==> src/rtl/snoop_responder_if.sv <==
// Bus, writeback and local-port signals of one snoop responder.
// The slave modport is the responder's view. The master modport is the
// view of whoever drives the bus and the local CPU port.
interface snoop_responder_if;
  logic        hab;
  logic        bus_valid;
  logic [9:0]  bus;
  logic        shared;
  logic        snoop_done;
  logic        wb_valid;
  logic        wb_ready;
  logic [10:0] wb_data;
  logic        loc_we;
  logic [2:0]  loc_index;
  logic [2:0]  loc_tag;
  logic [1:0]  loc_state;
  logic [7:0]  loc_data;
  logic        loc_busy;
  logic        snoop_drop;
  logic        proto_err;
  logic [7:0]  hit_count;

  modport master (
    output hab, bus_valid, bus, wb_ready, loc_we, loc_index, loc_tag, loc_state, loc_data,
    input  shared, snoop_done, wb_valid, wb_data, loc_busy, snoop_drop, proto_err, hit_count
  );

  modport slave (
    input  hab, bus_valid, bus, wb_ready, loc_we, loc_index, loc_tag, loc_state, loc_data,
    output shared, snoop_done, wb_valid, wb_data, loc_busy, snoop_drop, proto_err, hit_count
  );
endinterface

==> src/rtl/snoop_responder.sv <==
// Snoop responder for one CPU's 8-line MSI cache.
// The FSM walks IDLE -> LOOKUP -> RESPOND, and goes through WB when a
// Modified line must be written back.
// Define SNOOP_STATS_EN to build the saturating snoop hit counter.
// Without it, hit_count is tied to zero.
module snoop_responder #(
  parameter logic [1:0] CPU_ID = 2'd0
) (
  input  logic               clock,
  input  logic               clear,
  snoop_responder_if.slave   sif
);
  localparam logic [1:0] IDLE    = 2'd0;
  localparam logic [1:0] LOOKUP  = 2'd1;
  localparam logic [1:0] RESPOND = 2'd2;
  localparam logic [1:0] WB      = 2'd3;

  localparam logic [1:0] ST_I = 2'd0;
  localparam logic [1:0] ST_S = 2'd1;
  localparam logic [1:0] ST_M = 2'd2;

  localparam logic [1:0] OP_NOP = 2'd0;
  localparam logic [1:0] OP_RD  = 2'd1;
  localparam logic [1:0] OP_WR  = 2'd2;

  logic [1:0]  state_q, state_d;
  logic [1:0]  op_q;
  logic [2:0]  tag_q;
  logic [2:0]  idx_q;
  logic        hit_q;
  logic        shared_q;
  logic        wb_valid_q;
  logic [10:0] wb_data_q;
  logic        drop_q;
  logic        perr_q;

  logic [2:0]  line_tag_q  [8];
  logic [1:0]  line_st_q   [8];
  logic [7:0]  line_data_q [8];

  logic        msg_live;
  logic        accept;
  logic        loc_busy;
  logic        loc_take;
  logic        lookup_hit;
  logic [1:0]  cur_st;
  logic [1:0]  new_st;
  logic        need_wb;
  logic        perr_set;
  logic        wb_fire;

  // A message is eligible when snooping is enabled, the message comes from
  // another CPU, and it is not a nop. It is taken only in IDLE.
  assign msg_live   = sif.hab && sif.bus_valid && (sif.bus[9:8] != CPU_ID) && (sif.bus[7:6] != OP_NOP);
  assign accept     = (state_q == IDLE) && msg_live;
  assign loc_busy   = (state_q != IDLE) || accept;
  assign loc_take   = sif.loc_we && !loc_busy;
  assign cur_st     = line_st_q[idx_q];
  assign lookup_hit = (cur_st != ST_I) && (line_tag_q[idx_q] == tag_q);
  assign wb_fire    = (state_q == WB) && wb_valid_q && sif.wb_ready;

  // MSI reaction of the snooped line. It only applies when the lookup hit.
  always_comb begin
    new_st   = cur_st;
    need_wb  = 1'b0;
    perr_set = 1'b0;
    if (hit_q) begin
      case (op_q)
        OP_RD: begin
          new_st  = ST_S;
          need_wb = (cur_st == ST_M);
        end
        OP_WR: begin
          new_st  = ST_I;
          need_wb = (cur_st == ST_M);
        end
        default: begin
          new_st   = ST_I;
          perr_set = (cur_st == ST_M);
        end
      endcase
    end
  end

  // Next FSM state.
  always_comb begin
    state_d = state_q;
    case (state_q)
      IDLE:    if (accept) state_d = LOOKUP;
      LOOKUP:  state_d = RESPOND;
      RESPOND: state_d = need_wb ? WB : IDLE;
      default: if (wb_fire) state_d = IDLE;
    endcase
  end

  // FSM, captured message, snoop result and writeback registers.
  always_ff @(posedge clock or posedge clear) begin
    if (clear) begin
      state_q    <= IDLE;
      op_q       <= OP_NOP;
      tag_q      <= 3'd0;
      idx_q      <= 3'd0;
      hit_q      <= 1'b0;
      shared_q   <= 1'b0;
      wb_valid_q <= 1'b0;
      wb_data_q  <= 11'd0;
      drop_q     <= 1'b0;
      perr_q     <= 1'b0;
    end else begin
      state_q <= state_d;
      if (accept) begin
        op_q  <= sif.bus[7:6];
        tag_q <= sif.bus[5:3];
        idx_q <= sif.bus[2:0];
      end
      if ((state_q != IDLE) && msg_live) drop_q <= 1'b1;
      if (state_q == LOOKUP) begin
        hit_q    <= lookup_hit;
        shared_q <= lookup_hit;
      end
      if (state_q == RESPOND) begin
        if (need_wb) begin
          wb_valid_q <= 1'b1;
          wb_data_q  <= {line_tag_q[idx_q], line_data_q[idx_q]};
        end
        if (perr_set) perr_q <= 1'b1;
      end
      if (wb_fire) wb_valid_q <= 1'b0;
    end
  end

  // Line store. A local write is only taken in IDLE, and a snoop commits in
  // RESPOND, so the two writers never collide.
  always_ff @(posedge clock or posedge clear) begin
    if (clear) begin
      for (int i = 0; i < 8; i++) begin
        line_tag_q[i]  <= 3'd0;
        line_st_q[i]   <= ST_I;
        line_data_q[i] <= 8'd0;
      end
    end else if (loc_take) begin
      line_tag_q[sif.loc_index]  <= sif.loc_tag;
      line_st_q[sif.loc_index]   <= sif.loc_state;
      line_data_q[sif.loc_index] <= sif.loc_data;
    end else if (state_q == RESPOND) begin
      line_st_q[idx_q] <= new_st;
    end
  end

`ifdef SNOOP_STATS_EN
  logic [7:0] hit_cnt_q;

  // Saturating count of lookups that hit a valid line.
  always_ff @(posedge clock or posedge clear) begin
    if (clear) begin
      hit_cnt_q <= 8'd0;
    end else if ((state_q == LOOKUP) && lookup_hit && (hit_cnt_q != 8'hFF)) begin
      hit_cnt_q <= hit_cnt_q + 8'd1;
    end
  end

  assign sif.hit_count = hit_cnt_q;
`else
  assign sif.hit_count = 8'h00;
`endif

  assign sif.shared     = shared_q;
  assign sif.snoop_done = ((state_q == RESPOND) && !need_wb) || wb_fire;
  assign sif.wb_valid   = wb_valid_q;
  assign sif.wb_data    = wb_data_q;
  assign sif.loc_busy   = loc_busy;
  assign sif.snoop_drop = drop_q;
  assign sif.proto_err  = perr_q;
endmodule

==> src/flat_wrapper.sv <==
// flat-port wrapper written by rule: the top's interface ports become plain ports
module snoop_responder_flat 
#(
  parameter logic [1:0] CPU_ID = 2'd0
)
  (clock, clear, sif_hab, sif_bus_valid, sif_bus, sif_wb_ready, sif_loc_we, sif_loc_index, sif_loc_tag, sif_loc_state, sif_loc_data, sif_shared, sif_snoop_done, sif_wb_valid, sif_wb_data, sif_loc_busy, sif_snoop_drop, sif_proto_err, sif_hit_count);
  snoop_responder_if sif_i ();
  input  logic clock;
  input  logic clear;
  input wire logic [$bits(sif_i.hab)-1:0] sif_hab;
  input wire logic [$bits(sif_i.bus_valid)-1:0] sif_bus_valid;
  input wire logic [$bits(sif_i.bus)-1:0] sif_bus;
  input wire logic [$bits(sif_i.wb_ready)-1:0] sif_wb_ready;
  input wire logic [$bits(sif_i.loc_we)-1:0] sif_loc_we;
  input wire logic [$bits(sif_i.loc_index)-1:0] sif_loc_index;
  input wire logic [$bits(sif_i.loc_tag)-1:0] sif_loc_tag;
  input wire logic [$bits(sif_i.loc_state)-1:0] sif_loc_state;
  input wire logic [$bits(sif_i.loc_data)-1:0] sif_loc_data;
  output wire logic [$bits(sif_i.shared)-1:0] sif_shared;
  output wire logic [$bits(sif_i.snoop_done)-1:0] sif_snoop_done;
  output wire logic [$bits(sif_i.wb_valid)-1:0] sif_wb_valid;
  output wire logic [$bits(sif_i.wb_data)-1:0] sif_wb_data;
  output wire logic [$bits(sif_i.loc_busy)-1:0] sif_loc_busy;
  output wire logic [$bits(sif_i.snoop_drop)-1:0] sif_snoop_drop;
  output wire logic [$bits(sif_i.proto_err)-1:0] sif_proto_err;
  output wire logic [$bits(sif_i.hit_count)-1:0] sif_hit_count;
  assign sif_i.hab = sif_hab;
  assign sif_i.bus_valid = sif_bus_valid;
  assign sif_i.bus = sif_bus;
  assign sif_i.wb_ready = sif_wb_ready;
  assign sif_i.loc_we = sif_loc_we;
  assign sif_i.loc_index = sif_loc_index;
  assign sif_i.loc_tag = sif_loc_tag;
  assign sif_i.loc_state = sif_loc_state;
  assign sif_i.loc_data = sif_loc_data;
  assign sif_shared = sif_i.shared;
  assign sif_snoop_done = sif_i.snoop_done;
  assign sif_wb_valid = sif_i.wb_valid;
  assign sif_wb_data = sif_i.wb_data;
  assign sif_loc_busy = sif_i.loc_busy;
  assign sif_snoop_drop = sif_i.snoop_drop;
  assign sif_proto_err = sif_i.proto_err;
  assign sif_hit_count = sif_i.hit_count;
  snoop_responder #(.CPU_ID(CPU_ID)) u_core (.clock(clock), .clear(clear), .sif(sif_i));
endmodule
==> config.mk <==
export PLATFORM = sky130hd
export DESIGN_NAME = snoop_responder_flat
export DESIGN_NICKNAME = d
export VERILOG_FILES = /design/src/rtl/snoop_responder_if.sv /design/src/rtl/snoop_responder.sv /design/src/flat_wrapper.sv
export SDC_FILE = /design/constraint.sdc
export NUM_CORES = 1
export LEC_CHECK = 0
export ABC_AREA = 1
export CAP_MARGIN = 20
export CORE_ASPECT_RATIO = 1.1
export CORE_UTILIZATION = 55
export CTS_BUF_LIST = sky130_fd_sc_hd__clkbuf_8
export DETAILED_ROUTE_END_ITERATION = 10
export PLACE_DENSITY = 0.87
export SETUP_SLACK_MARGIN = 0.4
export SYNTH_ARGS = -nofsm -noshare
export SYNTH_HDL_FRONTEND = slang
export SYNTH_SLANG_ARGS = --single-unit
export TNS_END_PERCENT = 30
==> constraint.sdc <==
create_clock -name clock -period 4.9 [get_ports clock]
set_clock_uncertainty 0.05 [all_clocks]
set_input_delay 0.98 -clock clock [delete_from_list [all_inputs] [get_ports clock]]
set_output_delay 0.98 -clock clock [all_outputs]
set_load 0.02 [all_outputs]
==> flow_metrics.tcl, run 1 <==
set metrics [dict create \
    ff2ff_path_depth 10 \
    holdBufCountCts 0 \
    hold_viol 0 \
    routabilityCongestion 0.897 \
    root_buffer "clkbuf_8" \
    antenna_found_initial 0 \
    slowest_stage "dfrtp_1" \
    clock_latency_ns 0.45 \
    ys.flop_type "dfrtp_1" \
    p_per_area_mw_per_mm2 559 \
    end_kind "primary output" \
    routed_wl_mm 16.2 \
    topRoutingLayerUsed "met4" \
    hold_depth 1 \
    detail_route.wl_per_cell_um 15.6 \
    num_antenna_cells 0 \
    synth_most_common_cell "nand2_1" \
    avgSynthCellArea_um2 7.61 \
    firstDrtPassIters 7 \
    synth_cell_types 37 \
    outcome "completed" \
    clkTransAtPathRegs_ns 0.07 \
    grt_overflow 0 \
    drc 0 \
    yosys_warnings 0 \
    cts_resized 0 \
    fin_setup_tns_ns 0 \
    cts_buffers 17 \
    ios 57 \
    crit_buf_inv 2 \
    r2r_start "u_core.idx_q[0]" \
    ir_drop_mv 0.288 \
    cap_violations 0 \
    async_flop_share_pct 100 \
    syn-cell-area_mm2 0.00644 \
    power_leakage_nw 3.81 \
    worst-setup-path-type "reg -> out" \
    rrSetupSlack_ns 2.17 \
    die_h_um 116 \
    cts.sinks 129 \
    die_w_um 105 \
    drtIter0Drc 498 \
    rsz0062_at_grt "false" \
    route.layer.met1.wl_mm 6.56 \
    globalRouteTotalUtil_pct 29.1 \
    fillCellCount 962 \
    synth_top_area_cell "dfrtp_1" \
    seq_area_frac_synth_pct 50.1 \
    worst_slew_pin_slew_ns 0.959 \
    io_buffers 48 \
    final_layout_size_suffix_gt1_share_pct 6.84 \
    crit_arrival_ns 2.84 \
    wl_met2_mm 7.93 \
    hp-class "reg -> reg" \
    synthCells 847 \
    relSlewSlack_pct 35.8 \
    postRouteAntennaNets 0 \
    hold_slack_ns 0.430 \
    maxSlewViolCount 0 \
    path_cells "nand3_2 -> inv_2 -> nand2_1 -> nand2_1 -> nor2_2 -> nand2_2 -> nor2_4 -> nand2_1 -> nand2_1 -> nand2_1 -> clkdlybuf4s50_1" \
    clk_path_buf_depth 2 \
    crit_required_ns 3.87 \
    ys_ff_latch 129 \
    worstHoldStart "u_core.sif.proto_err" \
    cts-htree-levels 4 \
    layout.nets 919 \
    reg2reg_to "u_core.sif.wb_data[5]" \
    fmax_ghz 0.259 \
    start_kind "flop" \
    cp_common_cell "nand2_1" \
    start_util_pct 56.3 \
    grt_pass1_vias 5482 \
    syn2layout_area_growth_pct 12.9 \
    via_count 5673 \
    core_area_mm2 0.0114 \
    setup_violations 0 \
    wl_met3_mm 1.26 \
    slowest_delay_ns 0.70 \
    fin_crit_ns 3.87 \
    cts_tree "yes" \
    synth_top_area_share_pct 50.1 \
    num_rows 41 \
    synth_edf_count 0 \
    grt_start_max_net_pins 82 \
    hpwl_mm 10.7 \
    crit_fanout 14 \
    postCtsSetupRepairBufs 0 \
    synthTopCellsByArea "dfrtp_1 50%, nand2_1 20%, inv_1 4.8%, o21ai_0 3.2%, nor2_1 2.8%" \
    grt_pass1_wl_mm 26.8 \
    die_area_mm2 0.0122 \
    whs_endpoint "u_core.sif.proto_err" \
    post_drt_via_cell_ratio 5.44 \
    critical_path.top_delay_family "buffers and inverters" \
    finalCritPeriodShare_pct 78.9 \
    synthTopCellsByCount "349 x nand2_1, 129 x dfrtp_1, 82 x inv_1" \
]
==> state kept, by name (all words and copies together) (netlist names) <==
register	cells
u_core.sif.wb_data	11
u_core.tag_q	3
u_core.idx_q	3
u_core.line_tag_q	24
u_core.state_q	2
u_core.sif.snoop_drop	1
u_core.hit_q	1
u_core.op_q	2
u_core.sif.wb_valid	1
u_core.line_data_q	64
u_core.line_st_q	16
u_core.sif.proto_err	1
==> logic make-up (layout without fill, tap and decap cells) <==
kind of cell | Yosys count | in the layout | synth area share (%)
and+or+nand+nor | 442 | 442 | 27.7
buffers and inverters | 142 | 180 | 9.90
DFF | 129 | 129 | 50.1
AOI/OAI and AO/OA | 127 | 127 | 11.1
adders and majority gates | 5 | 5 | 0.971
other | 1 | 8 | 0.0582
muxes | 1 | 1 | 0.175
==> report_power, final <==
part	internal [mW]	switching [mW]	leakage, nW
logic	0.528	0.991	2.02
clock network	0.408	0.393	0.186
registers	1.50	0.246	1.61
==> worst register-to-register path: stages, from the launching register on <==
cell and delay [ns]:
dfrtp_1 0.70, inv_4 0.14, nand3_1 0.32, o21ai_1 0.11, nor2_2 0.12, nand2_2 0.09, nor2_4 0.15, nand3_2 0.38
inv_2 0.42, nand2_1 0.13, nand2_1 0.08
==> layout make-up <==
class	instances	area (um2)	area share, %
Sequential cell	129	3230	44.4
Multi-Input combinational cell	583	2600	35.8
Timing Repair Buffer	55	553	7.60
Inverter	96	365	5.02
Clock buffer	19	262	3.60
Tap cell	150	188	2.58
Clock inverter	10	73.8	1.01
==> through the flow <==
| stage | area, um2 | power (mW) | util [%] | worst slack [ns] | cells |
|---|---|---|---|---|---|
| after detailed placement | 6910 | 3.23 | 60.4 | 1.33 | 1012 |
| after CTS | 7250 | 4.04 | 63.3 | 1.05 | 1041 |
| after floorplan | 6470 | 2.85 | - | 0.429 | 854 |
| final | 7270 | 4.06 | 63.6 | 1.03 | 1042 |
| after global routing | 7270 | 4.36 | 63.6 | 0.896 | 1042 |
| after global placement | 6910 | 3.16 | 60.4 | 1.35 | 1012 |
==> worst max path at each step <==
| stage | start | end | cells past startpoint |
|---|---|---|---|
| floorplan | clear | u_core.hit_q | 1 |
| global placement | sif_bus[9] | sif_loc_busy | 4 |
| detailed placement | sif_bus[7] | sif_loc_busy | 6 |
| CTS | u_core.idx_q[0] | sif_snoop_done | 11 |
| global route | u_core.idx_q[0] | sif_snoop_done | 10 |
| finish | u_core.idx_q[0] | sif_snoop_done | 11 |
==> layer usage <==
layer | track usage, % | up-vias
li1 | - | 2717
met1 | 36.0 | 2664
met2 | 48.3 | 248
met3 | 7.03 | 44
met4 | 14.1 | 0
met5 | 0 | -
==> layout by cell type, fill, tap and decap left out, types with 17 or more instances in the layout <==
cell type          n
dfrtp_1          129
o21ai_1           30
clkdlybuf4s50_1   48
inv_1             84
nand4_1           17
nor2_1            48
clkbuf_8          19
o21ai_0           41
o22ai_1           23
nand2_1          349
No activity file was read; power rests on OpenSTA's default activity.
==> inputs of run 2 (changes only) <==
clock period = 3.7 ns   (was 4.9 ns; I/O delays follow)
==> flow_metrics.tcl, run 2 (synthesis results as in run 1) <==
set metrics [dict create \
    crit_arrival_ns 2.39 \
    cap_violations 0 \
    grt_overflow 0 \
    num_rows 41 \
    root_buffer "clkbuf_8" \
    die_area_mm2 0.0122 \
    postRouteAntennaNets 0 \
    cts_buffers 17 \
    postCtsSetupRepairBufs 0 \
    routed_wl_mm 16.1 \
    die_w_um 105 \
    hold_slack_ns 0.424 \
    post_drt_via_cell_ratio 5.47 \
    power_leakage_nw 3.86 \
    start_util_pct 56.3 \
    largestRegisters "u_core.line_data_q: 64 flops, u_core.line_tag_q: 24 flops, u_core.line_st_q: 16 flops" \
    detail_route.wl_per_cell_um 15.3 \
    layout.nets 927 \
    io_buffers 48 \
    globalRouteTotalUtil_pct 29.4 \
    worst_slew_pin_slew_ns 0.899 \
    crit_start "u_core.idx_q[2]" \
    routabilityCongestion 0.913 \
    grt_pass1_wl_mm 27.2 \
    antenna_found_initial 0 \
    core_area_mm2 0.0114 \
    largest_reg_flops 64 \
    crit_fanout 10 \
    cts-htree-levels 4 \
    r2r_start "u_core.idx_q[2]" \
    hold_viol 0 \
    maxSlewViolCount 0 \
    ir_drop_mv 0.445 \
    worst-setup-path-type "reg -> out" \
    num_antenna_cells 0 \
    fin_ws_ns 0.524 \
    final_common_cell "nand2_1" \
    hpwl_mm 11.1 \
    holdBufCountCts 0 \
    clock_latency_ns 0.45 \
    fin_setup_tns_ns 0 \
    fmax_ghz 0.315 \
    end_kind "primary output" \
    cts_tree "yes" \
    dp_slack_ns 0.600 \
    syn2layout_area_growth_pct 14.1 \
    firstDrtPassIters 5 \
    final_core_utilization_pct 64.3 \
    cts.sinks 129 \
    dpl.cell_count 1021 \
    p_per_area_mw_per_mm2 738 \
    grt_start_max_net_pins 42 \
    fin_cells 1052 \
    layout_common_cells "349 x nand2_1, 127 x dfrtp_1, 85 x inv_1" \
    final_layout_size_suffix_gt1_share_pct 7.98 \
    finalCritPeriodShare_pct 85.8 \
    crit_required_ns 2.91 \
    grt_pass1_vias 5748 \
    clk_path_buf_depth 2 \
    rsz0062_at_grt "false" \
    ios 57 \
    outcome "completed" \
    start_kind "flop" \
    relSlewSlack_pct 39.9 \
    via_count 5759 \
    clkTransAtPathRegs_ns 0.07 \
    drtIter0Drc 567 \
    largest-register "u_core.line_data_q" \
    worstHoldStart "u_core.sif.snoop_drop" \
    die_h_um 116 \
    setup_violations 0 \
    drc 0 \
    hp-class "reg -> reg" \
    fin_crit_ns 3.18 \
]
run 2: cell types whose count changed in the layout (fill, tap and decap cells not counted), moves of 2 or more:
cell	delta
dfrtp_2	+2
clkbuf_8	+2
dfrtp_1	-2
buf_4	+8
run 2: final timing paths:
check	to	slack, ns	depth (start not counted)
hold / removal	u_core.sif.snoop_drop	0.42	1
setup reg to reg	u_core.sif.wb_data[4]	1.06	10
setup / recovery	sif_snoop_done	0.52	10
min in group asynchronous	u_core.line_data_q[37]	0.76	2
hold reg to reg	u_core.sif.snoop_drop	0.42	1
max in group asynchronous	u_core.sif.wb_data[6]	2.09	3
run 2: metal layers:
| metal | vias to the layer above | global-route usage, % | wire (um) |
|---|---|---|---|
| met5 | - | 0 | 0 |
| met4 | 0 | 16.2 | 622 |
| met3 | 61 | 6.64 | 1210 |
| met2 | 265 | 49.7 | 7840 |
| met1 | 2691 | 35.2 | 6410 |
| li1 | 2742 | - | - |
run 2: critical path: stages (launching register included):
cell           delay [ns]
dfrtp_1              0.57
inv_2                0.14
nand3_1              0.25
o21ai_1              0.11
nor2_2               0.13
nand2_2              0.09
nor2_4               0.15
nand2_1              0.06
nand2_1              0.07
nand2_1              0.05
dlygate4sd2_1        0.31
run 2: final cells by class:
type,count,area (um2)
Clock buffer,21,289
Fill cell,986,4090
Sequential cell,129,3230
Multi-Input combinational cell,583,2600
Clock inverter,10,70.1
Timing Repair Buffer,63,604
Inverter,96,367
Tap cell,150,188
run 2: through the flow:
stage	power, mW	cell area [um2]
after global routing	5.84	7350
after global placement	4.21	6990
after CTS	5.41	7350
final	5.43	7350
after floorplan	3.77	6470
after detailed placement	4.30	6990
run 2: what timing repair did:
| action | CTS | global route |
|---|---|---|
| endpoints found under the setup margin | 1 | 0 |
| endpoints found under the hold margin | 0 | 0 |
| gates resized for setup | 3 | 0 |
run 2: report_power, final:
group / leakage (nW) / switching, mW / internal (mW)
Sequential: 1.60 / 0.303 / 1.99
Combinational: 2.05 / 1.32 / 0.709
Clock: 0.206 / 0.529 / 0.582
Total: 3.86 / 2.15 / 3.28
==> inputs of run 3 (changes only) <==
CELL_PAD_IN_SITES_DETAIL_PLACEMENT = 0   (was not set)
CELL_PAD_IN_SITES_GLOBAL_PLACEMENT = 1   (was not set)
CORE_UTILIZATION = 44   (was 55)
PLACE_DENSITY = 0.92   (was 0.87)
==> flow_metrics.tcl, run 3 (synthesis results as in run 1) <==
set metrics [dict create \
    placed_area_mm2 0.00701 \
    postLayoutCellArea_mm2 0.00752 \
    grt_use_met2_pct 37.4 \
    start_kind "input port" \
    io_buffers 48 \
    setup_violations 0 \
    firstDrtPassIters 5 \
    p_sw_share_pct 39.5 \
    hpwl_mm 11.2 \
    postRouteAntennaNets 0 \
    p_per_area_mw_per_mm2 767 \
    grt.busiest_layer "met2" \
    drtIter0Drc 392 \
    grtUsageMet1_pct 30.1 \
    globalRouteTotalUtil_pct 23.4 \
    p_sw_mw 2.28 \
    worst_slew_pin_slew_ns 0.741 \
    largest_reg_flops 64 \
    hp-class "reg -> reg" \
    fin_ws_ns 0.597 \
    power_frac_comb_pct 37.8 \
    slowest_delay_ns 0.57 \
    fin_crit_ns 3.10 \
    final_layout_size_suffix_gt1_share_pct 8.83 \
    grt_use_met3_pct 6.12 \
    grt_pass1_vias 5080 \
    whs_endpoint "u_core.sif.proto_err" \
    cts_buffers 17 \
    cap_violations 0 \
    path_cells "clkdlybuf4s50_1 -> o21ai_2 -> nand2_1 -> clkdlybuf4s50_1" \
    hold_depth 1 \
    grt_start_max_net_pins 93 \
    crit_fanout 12 \
    r2r_start "u_core.state_q[0]" \
    num_rows 46 \
    power_mw 5.77 \
    post_drt_via_cell_ratio 5.01 \
    worstHoldStart "u_core.sif.proto_err" \
    layout.nets 930 \
    crit_buf_inv 2 \
    worst-setup-path-type "in -> out" \
    core_area_mm2 0.0144 \
    fmax_ghz 0.322 \
    clock_latency_ns 0.47 \
    clkTransAtPathRegs_ns 0.08 \
    die_h_um 129 \
    antenna_found_initial 0 \
    detail_route.wl_per_cell_um 15.1 \
    maxSlewViolCount 0 \
    dp_slack_ns 0.582 \
    syn2layout_area_growth_pct 16.8 \
    via_count 5503 \
    ir_drop_mv 0.326 \
    outcome "completed" \
    cts-htree-levels 4 \
    reg2reg_to "u_core.line_data_q[56]" \
    rsz0062_at_grt "false" \
    slowest_stage "clkdlybuf4s50_1" \
    hold_viol 0 \
    layout_common_cells "349 x nand2_1, 126 x dfrtp_1, 83 x inv_1" \
    end_kind "primary output" \
    fin_setup_tns_ns 0 \
    largest-register "u_core.line_data_q" \
    p_int_mw 3.49 \
    relSlewSlack_pct 50.5 \
    power_frac_clock_pct 23.1 \
    die_w_um 117 \
    cts_tree "yes" \
    power_leakage_nw 3.89 \
    start_util_pct 44.8 \
    final_common_cell "nand2_1" \
    holdBufCountCts 0 \
    drc 0 \
    cts.sinks 129 \
    largestRegisters "u_core.line_data_q: 64 flops, u_core.line_tag_q: 24 flops, u_core.line_st_q: 16 flops" \
    die_area_mm2 0.0151 \
    ios 57 \
    cp_common_cell "clkdlybuf4s50_1" \
    critical_path.top_delay_family "buffers and inverters" \
    rrSetupSlack_ns 1.46 \
    pwr-share-seq_pct 39.1 \
    routabilityCongestion 0.843 \
    crit_required_ns 2.91 \
    clk_path_buf_depth 2 \
    routed_wl_mm 16.6 \
    crit_arrival_ns 2.31 \
    ff2ff_path_depth 5 \
    finalCritPeriodShare_pct 83.9 \
    grt_overflow 0 \
    grt_pass1_wl_mm 26.7 \
    root_buffer "clkbuf_8" \
    num_antenna_cells 0 \
]
==> run 3: cell count changes in the layout (fill, tap and decap cells not counted), moves of 2 or more <==
cell,change
clkinvlp_4,+6
clkinv_2,-5
buf_4,+3
bufinv_16,+3
clkbuf_8,-3
inv_1,-2
==> run 3: worst max-delay path by stage <==
| stage | from | depth (start not counted) | end | slack [ns] |
|---|---|---|---|---|
| after floorplan | clear | 1 | u_core.hit_q | 1.31 |
| after global placement | sif_bus[9] | 4 | sif_loc_busy | 0.62 |
| final | sif_bus[9] | 4 | sif_loc_busy | 0.60 |
| after detailed placement | sif_bus[9] | 4 | sif_loc_busy | 0.58 |
| after global routing | sif_bus[9] | 4 | sif_loc_busy | 0.49 |
| after CTS | u_core.idx_q[2] | 11 | sif_snoop_done | 0.41 |
==> run 3: power groups by stage <==
stage | Sequential (mW) | Clock (mW) | Combinational (mW)
global route | 2.33 | 1.41 | 2.46
finish | 2.26 | 1.33 | 2.18
CTS | 2.25 | 1.35 | 2.17
floorplan | 2.21 | 0 | 1.56
detailed placement | 2.30 | 0 | 2.07
global placement | 2.29 | 0 | 2.03
==> run 3: area by class of cell <==
| class | instances | area, um2 |
|---|---|---|
| Inverter | 96 | 367 |
| Clock buffer | 18 | 248 |
| Tap cell | 192 | 240 |
| Clock inverter | 14 | 190 |
| Multi-Input combinational cell | 583 | 2620 |
| Fill cell | 1428 | 6870 |
| Timing Repair Buffer | 66 | 631 |
| Sequential cell | 129 | 3230 |
==> run 3: stage by stage <==
stage / std cells / hold slack (ns) / utilization (%)
detailed placement: 1059 / 0.411 / 48.7
floorplan: 854 / 0.399 / -
CTS: 1097 / 0.432 / 52.2
finish: 1098 / 0.427 / 52.3
global placement: 1059 / 0.407 / 48.7
global route: 1098 / 0.446 / 52.3
==> run 3: per-layer routing <==
layer,vias up,wire length (um)
met5,-,0
met4,0,473
met3,32,940
met2,157,7780
met1,2571,7380
li1,2743,-
==> run 3: repair_timing <==
item / CTS / global route
pin swaps: 0 / 0
endpoints found under the setup margin: 1 / 1
gates resized for setup: 5 / 1
setup buffers: 6 / 1
